`config.mk`:
```
export PLATFORM = sky130hd
export DESIGN_NAME = reg_dbg_port
export DESIGN_NICKNAME = d
export VERILOG_FILES = /design/src/rtl/protocore_dbg_pkg.sv /design/src/rtl/reg_dbg_port.sv
export SDC_FILE = /design/constraint.sdc
export NUM_CORES = 1
export LEC_CHECK = 0
export BUFFER_PORTS_ARGS = -buffer_cell sky130_fd_sc_hd__buf_4
export CAP_MARGIN = 10
export CORE_MARGIN = 2
export CORE_UTILIZATION = 35
export CTS_BUF_LIST = sky130_fd_sc_hd__clkbuf_4
export DETAILED_ROUTE_END_ITERATION = 6
export SLEW_MARGIN = 10
export SYNTH_ARGS = -nofsm -noshare
export SYNTH_HDL_FRONTEND = slang
export SYNTH_SLANG_ARGS = --single-unit
```
`constraint.sdc`:
```
create_clock -name clk -period 3.3 [get_ports clk]
set_input_delay 0.33 -clock clk [delete_from_list [all_inputs] [get_ports clk]]
set_output_delay 0.33 -clock clk [all_outputs]
set_load 0.01 [all_outputs]
```
`src/rtl/protocore_dbg_pkg.sv`:
```
// Shared definitions for the register-file debug port: op codes, FSM states and default widths
// reused wherever reg_file and reg_dbg_port are wired together.
package protocore_dbg_pkg;

    localparam int RF_DATA_W   = 8;
    localparam int RF_ADDR_W   = 4;
    localparam int RF_NUM_REGS = 1 << RF_ADDR_W;

    localparam logic [1:0] OP_RD   = 2'b00;
    localparam logic [1:0] OP_WR   = 2'b01;
    localparam logic [1:0] OP_DUMP = 2'b10;

    typedef enum logic [2:0] {
        ST_IDLE,
        ST_READ,
        ST_WRITE,
        ST_DUMP,
        ST_RESP
    } dbg_state_t;

endpackage

```
`src/rtl/reg_dbg_port.sv`:
```
// Debug initiator for the 16x8 register file: read/write/dump commands in, one response per register out.
// Define REG_DBG_DUMP_EN to enable the dump walk; otherwise op 10 is answered as an illegal op.
module reg_dbg_port
    import protocore_dbg_pkg::*;
#(
    parameter int DATA_W   = RF_DATA_W,
    parameter int ADDR_W   = RF_ADDR_W,
    parameter int NUM_REGS = RF_NUM_REGS
) (
    input  logic              clk,
    input  logic              rst,
    input  logic              cmd_valid,
    output logic              cmd_ready,
    input  logic [1:0]        cmd_op,
    input  logic [ADDR_W-1:0] cmd_addr,
    input  logic [DATA_W-1:0] cmd_data,
    output logic              rsp_valid,
    input  logic              rsp_ready,
    output logic [ADDR_W-1:0] rsp_addr,
    output logic [DATA_W-1:0] rsp_data,
    output logic              rsp_err,
    input  logic [ADDR_W-1:0] core_ra,
    input  logic              core_we,
    input  logic [ADDR_W-1:0] core_wa,
    input  logic [DATA_W-1:0] core_wd,
    output logic              core_stall,
    output logic [ADDR_W-1:0] rf_ra,
    input  logic [DATA_W-1:0] rf_read_a,
    output logic              rf_we,
    output logic [ADDR_W-1:0] rf_wa,
    output logic [DATA_W-1:0] rf_wd
);

    if (NUM_REGS > (1 << ADDR_W)) begin : g_bad_num_regs
        $error("NUM_REGS exceeds the register address space");
    end

    dbg_state_t        state;
    logic [ADDR_W-1:0] addr_q;
    logic [DATA_W-1:0] data_q;
    logic [ADDR_W-1:0] capture_addr;
    logic [DATA_W-1:0] capture_data;
    logic              dbg_we;

`ifdef REG_DBG_DUMP_EN
    localparam logic [ADDR_W-1:0] LAST_IDX = ADDR_W'(NUM_REGS - 1);

    logic [ADDR_W-1:0] dump_idx;
    logic              dump_active;

    assign capture_addr = (state == ST_DUMP) ? dump_idx : addr_q;
`else
    assign capture_addr = addr_q;
`endif

    assign cmd_ready    = (state == ST_IDLE) && !rst;
    assign core_stall   = (state == ST_READ) || (state == ST_DUMP);
    assign rf_ra        = core_stall ? capture_addr : core_ra;
    assign capture_data = (capture_addr == '0) ? '0 : rf_read_a;

    // The core always wins the write port; a debug write only goes out on a cycle the core leaves free.
    assign dbg_we = (state == ST_WRITE) && !core_we && (addr_q != '0);
    assign rf_we  = core_we || dbg_we;
    assign rf_wa  = core_we ? core_wa : addr_q;
    assign rf_wd  = core_we ? core_wd : data_q;

    always_ff @(posedge clk) begin
        if (rst) begin
            state     <= ST_IDLE;
            rsp_valid <= 1'b0;
            rsp_addr  <= '0;
            rsp_data  <= '0;
            rsp_err   <= 1'b0;
            addr_q    <= '0;
            data_q    <= '0;
`ifdef REG_DBG_DUMP_EN
            dump_idx    <= '0;
            dump_active <= 1'b0;
`endif
        end else begin
            case (state)
                ST_IDLE: begin
                    if (cmd_valid) begin
                        addr_q <= cmd_addr;
                        data_q <= cmd_data;
                        case (cmd_op)
                            OP_RD: state <= ST_READ;
                            OP_WR: state <= ST_WRITE;
`ifdef REG_DBG_DUMP_EN
                            OP_DUMP: begin
                                dump_active <= 1'b1;
                                dump_idx    <= '0;
                                state       <= ST_DUMP;
                            end
`endif
                            default: begin
                                rsp_valid <= 1'b1;
                                rsp_addr  <= cmd_addr;
                                rsp_data  <= '0;
                                rsp_err   <= 1'b1;
                                state     <= ST_RESP;
                            end
                        endcase
                    end
                end
                ST_READ, ST_DUMP: begin
                    rsp_valid <= 1'b1;
                    rsp_addr  <= capture_addr;
                    rsp_data  <= capture_data;
                    rsp_err   <= 1'b0;
                    state     <= ST_RESP;
                end
                ST_WRITE: begin
                    if ((addr_q == '0) || !core_we) begin
                        rsp_valid <= 1'b1;
                        rsp_addr  <= addr_q;
                        rsp_data  <= data_q;
                        rsp_err   <= (addr_q == '0);
                        state     <= ST_RESP;
                    end
                end
                ST_RESP: begin
                    if (rsp_ready) begin
                        rsp_valid <= 1'b0;
`ifdef REG_DBG_DUMP_EN
                        if (dump_active && (dump_idx != LAST_IDX)) begin
                            dump_idx <= dump_idx + ADDR_W'(1);
                            state    <= ST_DUMP;
                        end else begin
                            dump_active <= 1'b0;
                            dump_idx    <= '0;
                            state       <= ST_IDLE;
                        end
`else
                        state <= ST_IDLE;
`endif
                    end
                end
                default: state <= ST_IDLE;
            endcase
        end
    end

endmodule
```
### After elaboration in Yosys (flattened, before gate mapping)

Cells that the tools add are included.

| word-level totals | value |
|---|---|
| register bits after elaboration | 29 |
| bits of input ports | 43 |
| output and inout port bits | 33 |
| logic and storage cells | 60 |

| cells by class | value |
|---|---|
| eq/ne operators | 9 |
| multiplexer cells | 24 |
| reductions and logical operators | 20 |

Operator list:

| operator | count |
|---|---|
| $mux W8 | 5 |
| $pmux W8 S3 | 1 |
| $mux W4 | 5 |
| $pmux W3 S4 | 1 |
| $pmux W4 S3 | 1 |
| $mux W3 | 3 |
| $reduce_bool A4 Y1 | 2 |
| $eq A3 B2 Y1 const B | 2 |
| $ne A2 B2 Y1 const B | 3 |
| $pmux W3 S2 | 1 |
| $mux W1 | 5 |
| $reduce_and A5 Y1 | 1 |
| $logic_not A4 Y1 | 1 |
| $pmux W1 S4 | 1 |
| $reduce_and A4 Y1 | 1 |
| $reduce_or A2 Y1 | 2 |
| $eq A3 B1 Y1 const B | 1 |
| $eq A3 B3 Y1 const B | 1 |
| $logic_and A1 B1 Y1 | 3 |
| $logic_not A3 Y1 | 1 |
| $logic_or A1 B1 Y1 | 3 |
| $pmux W1 S3 | 1 |
| $reduce_and A3 Y1 | 1 |
| $reduce_bool A3 Y1 | 1 |
| 5 further kinds | 6 |

### Longest topological paths before layout

Gate-level depths: netlist (run 1).

| logic depth | value |
|---|---|
| depth in word-level cells | 5 |
| gate-level depth with buffers | 6 |
| depth with buffers taken out | 4 |

### Least setup slack after synthesis (run 1)

OpenSTA, ideal clock, no wires.

| path | value |
|---|---|
| path kind | reg2reg |
| start | register addr_q[3] |
| end | register rsp_data[0] |
| setup time | 0.132 ns |
| arrival time | 1.613 ns |
| data required time | 3.168 ns |
| setup slack | 1.555 ns |
| stages on the path, launching flop included | 6 |
| path buffers | 1 |
| period minus slack after synthesis | 1.745 ns |
| cell sequence | dfxtp_1 -> or4_4 -> a221o_1 -> buf_2 -> a221oi_1 -> nor3_1 |

| between the ends | value |
|---|---|
| cells in the longest elaborated chain, start to end | 4 |
| elaborated cells between the ends (all ways) | 6 |
| those cells by class | eq/ne (1); mux (2); reduce/logical (3) |

Ends and longest elaborated chain:

| item | RTL line | source |
|---|---|---|
| start: declaration | reg_dbg_port.sv:39 | `logic [ADDR_W-1:0] addr_q;` |
| start signal: assignment | reg_dbg_port.sv:84 | `addr_q <= cmd_addr;` |
| $logic_not A4 Y1 (*) | reg_dbg_port.sv:59, reg_dbg_port.sv:114 |  |
| $logic_or A1 B1 Y1 | reg_dbg_port.sv:114 | `if ((addr_q == '0) \|\| !core_we) begin` |
| $ne A2 B1 Y1 (no source line) | -- |  |
| $reduce_and A4 Y1 (no source line) | -- |  |
| end signal: assignment | reg_dbg_port.sv:109 | `rsp_data <= capture_data;` |
| end signal: assignment | reg_dbg_port.sv:117 | `rsp_data <= data_q;` |
| end: declaration | reg_dbg_port.sv:20 | `output logic [DATA_W-1:0] rsp_data,` |

Mark *: on every way between the ends. The rest lies on a longest branch, timed or not.
A chain may end at the register's enable or synchronous reset.

### Final worst setup path (run 1)

| path | value |
|---|---|
| start | register state[2] |
| end | output rf_we |

| between the ends | value |
|---|---|
| cells in the longest elaborated chain, start to end | 4 |

Ends and longest elaborated chain:

| item | RTL line | source |
|---|---|---|
| start: declaration | reg_dbg_port.sv:38 | `dbg_state_t state;` |
| start signal: assignment | reg_dbg_port.sv:69 | `state <= ST_IDLE;` |
| start signal: assignment | reg_dbg_port.sv:87 | `OP_RD: state <= ST_READ;` |
| start signal: assignment | reg_dbg_port.sv:88 | `OP_WR: state <= ST_WRITE;` |
| $eq A3 B2 Y1 | reg_dbg_port.sv:62 | `assign dbg_we = (state == ST_WRITE) && !core_we && (addr_q != '0);` |
| $logic_and A1 B1 Y1 (2 in a row) | reg_dbg_port.sv:62 |  |
| $logic_or A1 B1 Y1 | reg_dbg_port.sv:63 | `assign rf_we = core_we \|\| dbg_we;` |
| end: declaration | reg_dbg_port.sv:29 | `output logic rf_we,` |

No other way between the ends.

==> results_dict.tcl, run 1 <==
set metrics [dict create \
    cts_setup_buffers 0 \
    synthTopCellsByArea "sky130_fd_sc_hd__dfxtp_1 (41%), sky130_fd_sc_hd__mux2_2 (10%), sky130_fd_sc_hd__nand2_1 (10%)" \
    postSynthNetCount 214 \
    ir_worst_vdd_uv 218.0 \
    groute.usage.overall_pct 18.40 \
    top_level_ports 76 \
    setup-violations-final 0 \
    utilization_pct 51.48 \
    path_clk_slew_ns 0.09 \
    via_count 1443 \
    die_outline_area_um2 4602 \
    timing.hold.worst.class "in2reg" \
    grt_pass1_vias 1324 \
    globalplace.congestion 0.7816 \
    dp_worst_setup_slack_ns 1.280 \
    wire_per_inst_um 14.11 \
    initial_core_util_pct 35.92 \
    finalHoldViolCount 0 \
    placeableCoreArea_um2 3971 \
    antennaDiodeCount 0 \
    number_of_antenna_violating_nets_in_the_routed_design 0 \
    average_cell_area_after_synthesis_um2 8.341 \
    run_status "completed" \
    grt_pass1_wl_um 6216 \
    finish.instance_area_um2 2044 \
    synth_enable_flop_cells 0 \
    yosysWarnings 0 \
    port_buffers 75 \
    clock_skew_ns 0.006532 \
    detail_route.wirelength_um 4107 \
    synthDistinctLibCells 29 \
    finish.cell_count_without_fillers 291 \
    cts-root-to-sink-buffers 2 \
    die_w_um 67.84 \
    htree_num_levels 2 \
    cts_tree "built" \
    netlist_area_um2 1426 \
    rsz0062_at_grt "no" \
    rows 23 \
    report.final.slew_viol_count 0 \
    timing.critical_path.to_type "output pin" \
    worst_skew_pair.late_latency_ns 0.32 \
    drt_first_iter_violations 39 \
    dr.pass1.iters 4 \
    power.leakage_nw 0.9411 \
    cp_max_fo 12 \
    cp_data_required_time_ns 2.97 \
    placed_cell_area_um2 1994 \
    synth_top_flop_cell "sky130_fd_sc_hd__dfxtp_1" \
    cts_hold_buf 0 \
    place_inst 283 \
    worst_slack_ns 0.9927 \
    layout_common_cells "sky130_fd_sc_hd__buf_4 (75), sky130_fd_sc_hd__nand2_1 (38), sky130_fd_sc_hd__dfxtp_1 (29)" \
    grt.overflow.total 0 \
    max_cap_viol_count 0 \
    worstMarginPinSlew_ns 0.9687 \
    total_clock_sinks 29 \
    floorplan.die.height_um 67.84 \
    cts_repair_resize_count 0 \
    detail_route.vias_per_cell 4.959 \
    grt_max_degree 30 \
    synthDominantCellAreaShare_pct 40.70 \
    yosys_register_bits 29 \
    crit_chain "nor3b_1, a21o_2, buf_4" \
    post-route-drc-count 0 \
    worst-setup-path-type "reg2out" \
    min_period_ns 2.307 \
    detailedPlacementHpwl_um 3095 \
    critical-path-slowest-cell "sky130_fd_sc_hd__nor3b_1" \
    synth_area_leader_cell "sky130_fd_sc_hd__dfxtp_1" \
    final.setup.tns_ns 0 \
    cp.arrival_ns 1.98 \
    achievable-frequency_mhz 433.4 \
    power_per_cell_area_nw_per_um2 468.8 \
    start_kind "flip-flop" \
    antenna_found_initial 0 \
    worst_slew_margin_rel_pct 35.28 \
    async_flop_share_pct 0 \
    clock_tree_root "sky130_fd_sc_hd__clkbuf_4" \
    tritoncts.num_buffers 5 \
    max_stage_delay_ns 0.84 \
    fillCellCount 418 \
    fin_nets 283 \
    mostFrequentLayoutCell "sky130_fd_sc_hd__buf_4" \
    post-route-period-util_pct 69.92 \
    number_of_cells_produced_by_synthesis 171 \
    post_route_cells_drive_above_1_share_pct 40.66 \
    sequential_area_share_after_synthesis_pct 40.70 \
    layout_overhead_on_the_synthesized_area_pct 43.33 \
]
## Yosys cell counts, drive strengths merged, types with 4 or more instances
master  instances
clkbuf         10
nand2          38
a221oi          9
mux2           13
nor3           10
a211oi          5
a21oi          13
dfxtp          29
nor2           17
mux2i           4
## critical path: cells and delay by family (launching register included)
family	cells	cell delay, ns
and+or+nand+nor	1	0.84
DFF	1	0.45
AOI/OAI and AO/OA	1	0.26
buffers and inverters	1	0.11
## state kept, by name, summed over array words and instances, names as in the netlist
register,cells
rsp_valid,1
rsp_addr,4
data_q,8
rsp_err,1
addr_q,4
state,3
rsp_data,8
## layer usage
metal	global-route usage, %	part of all wire, %
met1	25.53	47
met2	28.68	47
met3	3.618	5.1
met4	6.000	0.97
met5	0	0
## where the power goes
part	switching, W	internal [W]	total (W)
Combinational	0.000160	0.000168	0.000329
Clock	0.000120	0.0000769	0.000197
Sequential	0.0000390	0.000394	0.000433
Total	0.000319	0.000639	0.000958
## through the flow
stage / power, W / hold slack (ns)
2_1_floorplan: 0.0006285 / 0.4452
3_3_place_gp: 0.0007686 / 0.4647
3_5_place_dp: 0.0007723 / 0.4684
4_1_cts: 0.0009679 / 0.2050
5_1_grt: 0.001028 / 0.2114
6_report: 0.0009584 / 0.2192
## cells by family (layout without fill, tap and decap cells)
logic type | Yosys count | in the layout | synth area share [%]
muxes | 17 | 17 | 13.07
buffers and inverters | 14 | 84 | 4.298
and+or+nand+nor | 80 | 80 | 25.62
AOI/OAI and AO/OA | 31 | 31 | 16.32
DFF | 29 | 29 | 40.70
## final cells by class
type	instances	area, µm²	area share (%)
Inverter	1	3.754	0.1836
Clock inverter	3	12.51	0.6120
Clock buffer	5	37.54	1.836
Sequential cell	29	580.6	28.40
Multi-Input combinational cell	128	784.5	38.37
Tap cell	50	62.56	3.060
Timing Repair Buffer	75	563.0	27.54
## worst paths after layout
| kind | startpoint | to | slack [ns] | cells past startpoint |
|---|---|---|---|---|
| worst max-delay path | state[2] | rf_we | 0.99 | 3 |
| worst min-delay path | rsp_ready | rsp_valid | 0.22 | 2 |
| worst max register to register | addr_q[3] | rsp_valid | 1.26 | 4 |
| worst min register to register | data_q[0] | data_q[0] | 0.48 | 2 |
(Power assumes the default switching activity.)
==> run 2, diff against run 1 <==
==> constraint.sdc (replaced) <==
create_clock -name clk -period 2.4 [get_ports clk]
set_input_delay 0.24 -clock clk [delete_from_list [all_inputs] [get_ports clk]]
set_output_delay 0.24 -clock clk [all_outputs]
set_load 0.01 [all_outputs]
==> results_dict.tcl, run 2 (synthesis gave the netlist of run 1 again) <==
set metrics [dict create \
    finalHoldViolCount 0 \
    place_inst 285 \
    detail_route.wirelength_um 4094 \
    cts-root-to-sink-buffers 2 \
    regToRegStartpoint "addr_q[3]" \
    fin_nets 285 \
    die_w_um 67.84 \
    cts_tree "built" \
    final.setup.tns_ns 0 \
    cp_data_required_time_ns 2.16 \
    start_kind "flip-flop" \
    power_per_cell_area_nw_per_um2 648.7 \
    wire_per_inst_um 13.97 \
    total_clock_sinks 29 \
    rows 23 \
    path_clk_slew_ns 0.09 \
    mostFrequentLayoutCell "sky130_fd_sc_hd__buf_4" \
    post-route-drc-count 0 \
    utilization_pct 51.98 \
    detail_route.vias_per_cell 4.969 \
    worst_skew_pair.late_latency_ns 0.33 \
    detailedPlacementHpwl_um 3090 \
    clock_skew_ns 0.01492 \
    switching_share_pct 33.59 \
    worst_setup_path_startpoint "state[2]" \
    floorplan.die.height_um 67.84 \
    antennaDiodeCount 0 \
    hold_ws_ns 0.1231 \
    worst-setup-path-type "reg2out" \
    multiInputGateArea_um2 784.5 \
    grt_pass1_wl_um 6072 \
    htree_num_levels 2 \
    power.net_switching_w 0.0004498 \
    post_route_cells_drive_above_1_share_pct 41.98 \
    finish.cell_count_without_fillers 293 \
    layout_common_cells "sky130_fd_sc_hd__buf_4 (77), sky130_fd_sc_hd__nand2_1 (38), sky130_fd_sc_hd__dfxtp_1 (29)" \
    min_period_ns 1.908 \
    grt.overflow.total 0 \
    timing.hold.worst.class "in2reg" \
    layout_overhead_on_the_synthesized_area_pct 44.74 \
    rsz0062_at_grt "no" \
    antenna_found_initial 0 \
    globalplace.congestion 0.8133 \
    max_cap_viol_count 0 \
    clock_tree_root "sky130_fd_sc_hd__clkbuf_4" \
    number_of_antenna_violating_nets_in_the_routed_design 0 \
    fin_total_pwr_w 0.001339 \
    via_count 1456 \
    fillCellCount 424 \
    ir_worst_vdd_uv 333.9 \
    post-route-period-util_pct 79.51 \
    cts_hold_buf 0 \
    regArea_um2 580.6 \
    max_stage_delay_ns 0.58 \
    p_clk_share_pct 21.6 \
    achievable-frequency_mhz 524.0 \
    cp_max_fo 12 \
    setup-violations-final 0 \
    worst_path_most_repeated_cell "sky130_fd_sc_hd__nand2_1" \
    dr.pass1.iters 4 \
    layout_top_registers "data_q x8, rsp_data x8" \
    crit_chain "nand2b_1, inv_1, nand2_1, nand2_1, buf_4" \
    critical-path-slowest-cell "sky130_fd_sc_hd__dfxtp_1" \
    worstMarginPinSlew_ns 0.5483 \
    initial_core_util_pct 35.92 \
    tritoncts.num_buffers 5 \
    grt_max_degree 30 \
    timing.critical_path.buf_inv 2 \
    port_buffers 75 \
    critical_path.top_delay_family "flip-flops" \
    grt_pass1_vias 1249 \
    top_level_ports 76 \
    cts_repair_resize_count 0 \
    die_outline_area_um2 4602 \
    worst_slew_margin_rel_pct 63.31 \
    run_status "completed" \
    groute.usage.overall_pct 18.13 \
    report.final.slew_viol_count 0 \
    drt_first_iter_violations 80 \
    hp_start "rsp_ready" \
    placeableCoreArea_um2 3971 \
    sequential_power_share_pct 44.5 \
    timing.critical_path.to_type "output pin" \
    power.leakage_nw 0.9524 \
    power_report.internal_total_w 0.0008893 \
    cp.arrival_ns 1.67 \
    cts_setup_buffers 0 \
    comb_power_share_pct 34.0 \
]
-- run 2: changes by cell type in the layout (fill, tap and decap cells not counted), sizes merged --
cell and delta:
buf +2, clkinv -1, clkinvlp +1
-- run 2: cell type report --
| class | instances | share of cell area [%] |
|---|---|---|
| repair buffers | 77 | 28.00 |
| multi-input cells | 128 | 38.00 |
| well taps | 50 | 3.030 |
| clock inverters | 3 | 0.8485 |
| clock buffers | 5 | 1.818 |
| flip-flops and latches | 29 | 28.12 |
| inverters | 1 | 0.1818 |
-- run 2: path summary, 6_finish.rpt --
path | slack (ns) | cells after the start | to
max | 0.49 | 5 | rf_ra[0]
min | 0.12 | 2 | rsp_valid
max reg2reg | 0.53 | 4 | rsp_data[2]
min reg2reg | 0.49 | 2 | data_q[0]
-- run 2: power groups by stage --
stage / Clock (W) / Combinational (W) / Sequential (W)
2_1_floorplan: 0 / 0.000261 / 0.000603
3_3_place_gp: 0 / 0.000459 / 0.000606
3_5_place_dp: 0 / 0.000458 / 0.000608
4_1_cts: 0.000295 / 0.000459 / 0.000596
5_1_grt: 0.000323 / 0.000505 / 0.000604
6_report: 0.000289 / 0.000455 / 0.000595
-- run 2: per-layer routing --
layer	global-route usage [%]	vias up	part of all wire, %
li1	-	749	-
met1	25.00	660	47
met2	27.57	43	47
met3	4.605	4	5.6
met4	6.000	0	1.1
met5	0	-	0
-- run 2: metrics by stage --
stage / worst slack (ns) / instance area (µm²)
after floorplan: 0.6550 / 1426
after global placement: 0.5412 / 2009
after detailed placement: 0.5444 / 2009
after CTS: 0.4599 / 2064
after global routing: 0.3480 / 2064
final: 0.4917 / 2064
